--- src/rtl/regfile_pkg.sv ---
// Shared definitions for the scoreboarded register file: FSM state encodings.
package regfile_pkg;

    typedef enum logic {
        CLEAR = 1'b0,
        RUN   = 1'b1
    } state_e;

endpackage

--- src/rtl/regfile_sb_if.sv ---
// Operation bus of the scoreboarded register file: read, write and reservation ports.
interface regfile_sb_if #(
    parameter int WIDTH = 32,
    parameter int DEPTH = 32,
    parameter int AW    = $clog2(DEPTH)
);
    logic             Ready;
    logic [AW-1:0]    ReadRegister1;
    logic [AW-1:0]    ReadRegister2;
    logic [WIDTH-1:0] ReadData1;
    logic [WIDTH-1:0] ReadData2;
    logic             ReadBusy1;
    logic             ReadBusy2;
    logic [AW-1:0]    WriteRegister;
    logic [WIDTH-1:0] WriteData;
    logic             RegWrite;
    logic             Reserve;
    logic [AW-1:0]    ReserveRegister;
    logic             ReserveAck;
    logic [AW:0]      BusyCount;

    modport master (
        output ReadRegister1, ReadRegister2, WriteRegister, WriteData, RegWrite,
               Reserve, ReserveRegister,
        input  Ready, ReadData1, ReadData2, ReadBusy1, ReadBusy2, ReserveAck, BusyCount
    );

    modport slave (
        input  ReadRegister1, ReadRegister2, WriteRegister, WriteData, RegWrite,
               Reserve, ReserveRegister,
        output Ready, ReadData1, ReadData2, ReadBusy1, ReadBusy2, ReserveAck, BusyCount
    );
endinterface

--- src/rtl/regfile_scoreboard.sv ---
// Busy-bit array tracking pending writes, the reservation handshake and the busy count.
module regfile_scoreboard
    import regfile_pkg::*;
#(
    parameter int DEPTH = 32,
    parameter int AW    = $clog2(DEPTH)
) (
    input  logic          Clk,
    input  logic          Reset,
    input  state_e        state,
    input  logic [AW-1:0] clr_idx,
    input  logic          wr_en,
    input  logic [AW-1:0] wr_addr,
    input  logic          rsv,
    input  logic [AW-1:0] rsv_addr,
    input  logic [AW-1:0] rd_addr1,
    input  logic [AW-1:0] rd_addr2,
    output logic          rd_busy1,
    output logic          rd_busy2,
    output logic          rsv_ack,
    output logic [AW:0]   busy_count
);
    logic [DEPTH-1:0] busy_q, busy_d;
    logic [AW:0]      cnt_q, cnt_d;
    logic             run, wr_hit_rsv, set_ev, clr_ev, inc, dec;

    assign run = (state == RUN);

    // A reservation landing on the register being written wins over the write's clear.
    always_comb begin
        wr_hit_rsv = wr_en && (wr_addr == rsv_addr);
        rsv_ack    = run && rsv && ((rsv_addr == '0) || !busy_q[rsv_addr] || wr_hit_rsv);
        set_ev     = rsv_ack && (rsv_addr != '0) && !Reset;
        clr_ev     = wr_en && !Reset && !(set_ev && wr_hit_rsv);
        inc        = set_ev && !busy_q[rsv_addr];
        dec        = clr_ev && busy_q[wr_addr];
        busy_d     = busy_q;
        if (state == CLEAR) busy_d[clr_idx] = 1'b0;
        if (clr_ev)         busy_d[wr_addr] = 1'b0;
        if (set_ev)         busy_d[rsv_addr] = 1'b1;
        cnt_d = cnt_q;
        if (inc && !dec)      cnt_d = cnt_q + {{AW{1'b0}}, 1'b1};
        else if (dec && !inc) cnt_d = cnt_q - {{AW{1'b0}}, 1'b1};
    end

    always_ff @(posedge Clk) begin
        busy_q <= busy_d;
        if (Reset) cnt_q <= '0;
        else       cnt_q <= cnt_d;
    end

    assign rd_busy1   = run && (rd_addr1 != '0) && busy_q[rd_addr1] &&
                        !(wr_en && (wr_addr == rd_addr1));
    assign rd_busy2   = run && (rd_addr2 != '0) && busy_q[rd_addr2] &&
                        !(wr_en && (wr_addr == rd_addr2));
    assign busy_count = cnt_q;
endmodule

--- src/rtl/regfile_sb.sv ---
// Register file with write forwarding, per-register pending-write scoreboard and a
// sequential clear phase that zeroes storage one register per cycle after reset.
module regfile_sb
    import regfile_pkg::*;
#(
    parameter int WIDTH = 32,
    parameter int DEPTH = 32,
    parameter int AW    = $clog2(DEPTH)
) (
    input  logic        Clk,
    input  logic        Reset,
    regfile_sb_if.slave bus
);
    state_e           state_q, state_d;
    logic [AW-1:0]    clr_idx_q, clr_idx_d;
    logic             run, clr_en, wr_fwd, wr_upd;
    logic [WIDTH-1:0] regs [DEPTH];

    always_ff @(posedge Clk) begin
        if (Reset) begin
            state_q   <= CLEAR;
            clr_idx_q <= '0;
        end else begin
            state_q   <= state_d;
            clr_idx_q <= clr_idx_d;
        end
    end

    // The clear index wraps to zero on the same edge that leaves CLEAR.
    always_comb begin
        state_d   = state_q;
        clr_idx_d = clr_idx_q;
        if (state_q == CLEAR) begin
            clr_idx_d = clr_idx_q + {{(AW-1){1'b0}}, 1'b1};
            if (clr_idx_q == {AW{1'b1}}) state_d = RUN;
        end
    end

    always_comb begin
        run       = (state_q == RUN);
        clr_en    = (state_q == CLEAR);
        bus.Ready = run;
    end

    assign wr_fwd = run && bus.RegWrite && (bus.WriteRegister != '0);
    assign wr_upd = wr_fwd && !Reset;

    assign regs[0] = '0;
    for (genvar i = 1; i < DEPTH; i++) begin : g_reg
        logic [WIDTH-1:0] r_q;
        always_ff @(posedge Clk) begin
            if (clr_en && (clr_idx_q == AW'(i)))                r_q <= '0;
            else if (wr_upd && (bus.WriteRegister == AW'(i)))    r_q <= bus.WriteData;
        end
        assign regs[i] = r_q;
    end

    always_comb begin
        bus.ReadData1 = '0;
        bus.ReadData2 = '0;
        if (run) begin
            bus.ReadData1 = (wr_fwd && (bus.ReadRegister1 == bus.WriteRegister)) ?
                            bus.WriteData : regs[bus.ReadRegister1];
            bus.ReadData2 = (wr_fwd && (bus.ReadRegister2 == bus.WriteRegister)) ?
                            bus.WriteData : regs[bus.ReadRegister2];
        end
    end

    regfile_scoreboard #(.DEPTH(DEPTH), .AW(AW)) u_sb (
        .Clk        (Clk),
        .Reset      (Reset),
        .state      (state_q),
        .clr_idx    (clr_idx_q),
        .wr_en      (wr_fwd),
        .wr_addr    (bus.WriteRegister),
        .rsv        (bus.Reserve),
        .rsv_addr   (bus.ReserveRegister),
        .rd_addr1   (bus.ReadRegister1),
        .rd_addr2   (bus.ReadRegister2),
        .rd_busy1   (bus.ReadBusy1),
        .rd_busy2   (bus.ReadBusy2),
        .rsv_ack    (bus.ReserveAck),
        .busy_count (bus.BusyCount)
    );
endmodule

--- src/flat_wrapper.sv ---
// flat-port wrapper written by rule: the top's interface ports become plain ports
module regfile_sb_flat import regfile_pkg::*;
#(
    parameter int WIDTH = 32,
    parameter int DEPTH = 32,
    parameter int AW    = $clog2(DEPTH)
)
  (Clk, Reset, bus_ReadRegister1, bus_ReadRegister2, bus_WriteRegister, bus_WriteData, bus_RegWrite, bus_Reserve, bus_ReserveRegister, bus_Ready, bus_ReadData1, bus_ReadData2, bus_ReadBusy1, bus_ReadBusy2, bus_ReserveAck, bus_BusyCount);
  regfile_sb_if #(.WIDTH(WIDTH), .DEPTH(DEPTH), .AW(AW)) bus_i ();
  input  logic Clk;
  input  logic Reset;
  input wire logic [$bits(bus_i.ReadRegister1)-1:0] bus_ReadRegister1;
  input wire logic [$bits(bus_i.ReadRegister2)-1:0] bus_ReadRegister2;
  input wire logic [$bits(bus_i.WriteRegister)-1:0] bus_WriteRegister;
  input wire logic [$bits(bus_i.WriteData)-1:0] bus_WriteData;
  input wire logic [$bits(bus_i.RegWrite)-1:0] bus_RegWrite;
  input wire logic [$bits(bus_i.Reserve)-1:0] bus_Reserve;
  input wire logic [$bits(bus_i.ReserveRegister)-1:0] bus_ReserveRegister;
  output wire logic [$bits(bus_i.Ready)-1:0] bus_Ready;
  output wire logic [$bits(bus_i.ReadData1)-1:0] bus_ReadData1;
  output wire logic [$bits(bus_i.ReadData2)-1:0] bus_ReadData2;
  output wire logic [$bits(bus_i.ReadBusy1)-1:0] bus_ReadBusy1;
  output wire logic [$bits(bus_i.ReadBusy2)-1:0] bus_ReadBusy2;
  output wire logic [$bits(bus_i.ReserveAck)-1:0] bus_ReserveAck;
  output wire logic [$bits(bus_i.BusyCount)-1:0] bus_BusyCount;
  assign bus_i.ReadRegister1 = bus_ReadRegister1;
  assign bus_i.ReadRegister2 = bus_ReadRegister2;
  assign bus_i.WriteRegister = bus_WriteRegister;
  assign bus_i.WriteData = bus_WriteData;
  assign bus_i.RegWrite = bus_RegWrite;
  assign bus_i.Reserve = bus_Reserve;
  assign bus_i.ReserveRegister = bus_ReserveRegister;
  assign bus_Ready = bus_i.Ready;
  assign bus_ReadData1 = bus_i.ReadData1;
  assign bus_ReadData2 = bus_i.ReadData2;
  assign bus_ReadBusy1 = bus_i.ReadBusy1;
  assign bus_ReadBusy2 = bus_i.ReadBusy2;
  assign bus_ReserveAck = bus_i.ReserveAck;
  assign bus_BusyCount = bus_i.BusyCount;
  regfile_sb #(.WIDTH(WIDTH), .DEPTH(DEPTH), .AW(AW)) u_core (.Clk(Clk), .Reset(Reset), .bus(bus_i));
endmodule
--- config.mk ---
export PLATFORM = sky130hd
export DESIGN_NAME = regfile_sb_flat
export DESIGN_NICKNAME = d
export VERILOG_FILES = /design/src/rtl/regfile_pkg.sv /design/src/rtl/regfile_sb_if.sv /design/src/rtl/regfile_scoreboard.sv /design/src/rtl/regfile_sb.sv /design/src/flat_wrapper.sv
export SDC_FILE = /design/constraint.sdc
export NUM_CORES = 2
export LEC_CHECK = 0
export BUFFER_PORTS_ARGS = -buffer_cell sky130_fd_sc_hd__buf_2
export CAP_MARGIN = 20
export CORE_MARGIN = 3
export CORE_UTILIZATION = 54
export CTS_BUF_LIST = sky130_fd_sc_hd__clkbuf_8 sky130_fd_sc_hd__clkbuf_16
export CTS_CLUSTER_DIAMETER = 80
export DETAILED_ROUTE_END_ITERATION = 7
export GPL_TIMING_DRIVEN = 0
export PLACE_DENSITY = 0.68
export SYNTH_ARGS = -nofsm -noshare
export SYNTH_HDL_FRONTEND = slang
export SYNTH_HIERARCHICAL = 1
export SYNTH_SLANG_ARGS = --single-unit
--- constraint.sdc ---
create_clock -name Clk -period 4.6 [get_ports Clk]
set_clock_uncertainty 0.1 [all_clocks]
set_input_delay 0 -clock Clk [delete_from_list [all_inputs] [get_ports Clk]]
set_output_delay 0 -clock Clk [all_outputs]
set_load 0.005 [all_outputs]
==> results by group <==
Outcome
  – Status: finished, violations left
  – Failing checks: design-rule violations, negative setup slack

Logic synthesis
  – Post-Syn Area: 56400 um2
  – Cells after Synth: 6679
  – Seq/Total Area, Yosys: 0.368
  – Post-synth top area share: 0.368
  – Synth area leader: dfxtp_1
  – Yosys reg bits: 1036
  – Ys async rst share: 0
  – Top_reg_cell synth: dfxtp_1
  – Post-Syn Area per Cell: 8.45 um2
  – Syn. warnings: 6
  – Post-synth EDFFs: 0
  – Distinct cells, synth: 77
  – Mapped Nets: 6747
  – Most area-consuming cells after synthesis: dfxtp_1, nand2_1, mux4_2

STA
  – Fin crit share: 1.01
  – Fin Hold WS: 0.0752 ns
  – Fmax achieved: 216 MHz
  – Final min period: 4.63 ns
  – Slew headroom: 0.0885
  – Final hold vios: 0
  – Setup violators final: 1
  – Worst slew pin tran: 1.37 ns
  – Fin Setup TNS: -0.0263 ns
  – Final critical-path setup slack: -0.0263 ns
  – RSZ-0062 raised after global routing: no
  – Slew Limit Fails: 0

Clocking
  – Cts bufs inserted: 112
  – Clock latency on the worst-skew pair: 0.73 ns
  – TritonCTS sink count: 1036
  – Max Root-Sink Buffers: 3
  – Clk root buf: clkbuf_16
  – # H-tree levels: 3
  – Reg clk slew, reported paths: 0.06 ns
  – CTS tree: yes

Drt
  – DRT antenna net count: 0
  – Total wire length: 300000 um
  – Drt first pass iters: 8
  – Vias post-DR: 59.5k
  – Remaining DRCs: 9
  – Vias per cell: 7.04
  – DR iter-0 viols: 11.1k
  – WL per Instance: 35.5 um

Global route
  – First-pass GRT wire length: 406000 um
  – Gr usage total: 0.535
  – Met2 Use GR: 0.702
  – Vias in the first global route: 53.7k
  – M3 GR Usage: 0.248
  – Grt ovf: 0
  – Largest net degree at the start of global routing: 17
  – Busiest grt layer: met2
  – Met1 usage: 0.666
  – Initial antenna violation count: 19

Setup path
  – Crit. End Element: output port
  – Kind of critical path: in -> out
  – CP startpoint kind: input port
  – WP data arrival: 4.53 ns
  – CP max FO: 10
  – R2r setup slk: 0.17 ns
  – Required @ worst endpoint: 4.50 ns
  – Worst-case reg-to-reg path depth: 16

Worst hold path
  – Hold path cells: 5
  – Hold WC Path Type: in -> reg

Layout
  – Layout cells sized above 1: 0.136
  – # nets final: 7050
  – FILL cells: 9085
  – Synthesis-to-finish area growth: 12.5%
  – Post-route cell area: 63500 um2
  – Sequential standard cell area: 20700 um2
  – Multi-input logic area: 32100 um2
  – Layout Cells excl Fill: 8450

Floorplan
  – Die height: 329 um
  – Row cnt: 117
  – Core area: 103000 um2
  – Die ar.: 108000 um2
  – Ports placed on the boundary: 130
  – Die X: 329 um
  – Starting density of the core: 0.549

Placed design
  – HPWL Detailed: 224000 um
  – Place WS: -1.08 ns
  – Final Wtd Congestion: 1.11
  – Placed Area: 58900 um2
  – Dpl cells: 8177
  – Port Buffer Count: 122

Job
  – Maxcap violations: 0

Pwr
  – Lkg Pwr: 22.9 nW
  – Power density over cell area: 334 nW/um2
  – VDD IR max: 0.389 mV
-- where the power goes --
group	switching (mW)	internal [mW]	leakage, nW
clock	4.01	5.81	2.03
combinational	1.70	0.622	12.6
sequential	0.0431	9.01	8.35
-- worst paths after layout --
check,endpoint,from
max reg2reg,u_core/u_sb/busy_count[5],u_core/bus.Ready
min reg2reg,u_core/g_reg[19].r_q[14],u_core/g_reg[19].r_q[14]
min,u_core/u_sb/busy_q[12],bus_WriteRegister[0]
max,bus_ReadData1[25],bus_ReadRegister1[1]
-- Yosys cell counts (25+ instances only) --
master        n
a211oi_1     43
a21oi_1    1068
a221o_1      25
a221oi_1     29
a221oi_2     38
a22o_1       53
a22oi_1      85
and2_1       38
buf_1        35
buf_2       136
buf_4        48
buf_6        44
clkbuf_1    416
dfxtp_1    1036
mux2_2       51
mux2i_1     437
mux4_2      277
nand2_1    2122
nand2b_1     29
nand3_1      27
nor2_1       84
nor2b_1      60
o21ai_0      32
o221ai_1     55
o22ai_1      34
o2bb2ai_1    28
o32ai_1      44
-- cell type report --
| class | instances | area share |
|---|---|---|
| clock buffers | 134 | 0.0493 |
| diodes | 14 | 0.000552 |
| flip-flops and latches | 1036 | 0.327 |
| well taps | 1368 | 0.0270 |
| inverters | 15 | 0.000887 |
| multi-input cells | 4929 | 0.506 |
| repair buffers | 189 | 0.0207 |
| plain buffers | 699 | 0.0559 |
| clock inverters | 66 | 0.0131 |
-- per-layer routing --
layer | vias to the layer above | part of all wire
met5 | - | 0.00035
met4 | 8 | 0.10
li1 | 24200 | -
met2 | 5538 | 0.38
met3 | 1247 | 0.17
met1 | 28600 | 0.35
-- critical path, stage by stage --
cell,delay [ns]
buf_4,0.29
nor2b_1,0.30
nand2b_1,0.14
clkbuf_1,0.73
clkbuf_1,0.83
o221a_2,0.53
a221oi_1,0.19
o32ai_1,1.18
buf_2,0.29
-- per-stage QoR --
step           power (mW)  utilization
2_1_floorplan        10.3            -
3_3_place_gp         11.3        0.572
3_5_place_dp         11.3        0.573
4_1_cts              21.0        0.616
5_1_grt              21.5        0.618
6_report             21.2        0.618
-- sequential cells by signal, summed over array words and instances (netlist names) --
name	cells
u_core/u_sb/busy_q	32
u_core/clr_idx_q	5
u_core/u_sb/busy_count	6
u_core/g.r_q	992
u_core/bus.Ready	1
-- what timing repair did --
action / in CTS / in global routing
gates resized for setup: 6 / 4
hold buffers: 51 / 0
endpoints found under the hold margin: 984 / 0
cloned: 0 / 0
setup buffers: 1 / 0
setup endpoints to repair: 6 / 1
-- cell usage in the layout, fill, tap and decap left out, drive strengths merged, types with 11 or more instances in the layout --
cell type,synthesis,final
nand2,2122,2122
a21oi,1068,1068
dfxtp,1036,1036
clkbuf,417,553
mux2i,437,437
buf,280,416
mux4,283,283
a22oi,85,85
nor2,84,84
a221oi,67,67
nor2b,60,60
o221ai,55,55
a22o,53,53
mux2,52,52
dlygate4sd3,0,51
o21ai,48,48
o32ai,45,45
a211oi,43,43
and2,38,38
inv,15,38
o22ai,35,35
nand2b,29,29
o2bb2ai,28,28
nand3,27,27
a221o,25,25
xnor2,23,23
clkinv,0,22
a211o,19,19
o311ai,19,19
bufinv,0,18
o31ai,16,16
diode,0,14
nor3,14,14
a311o,12,12
a2bb2oi,11,11
a21o,11,11
nand3b,11,11
ha,11,11
-- cells by family after synthesis --
logic type,share of synthesized area
adder cells (fa/ha/maj),0.00279
buffers and inverters,0.0637
XOR/XNOR,0.00497
multiplexers,0.201
AND/OR/NAND/NOR,0.173
flip-flops,0.368
AO/OA/AOI/OAI,0.186
No activity file was read; power rests on OpenSTA's default activity.
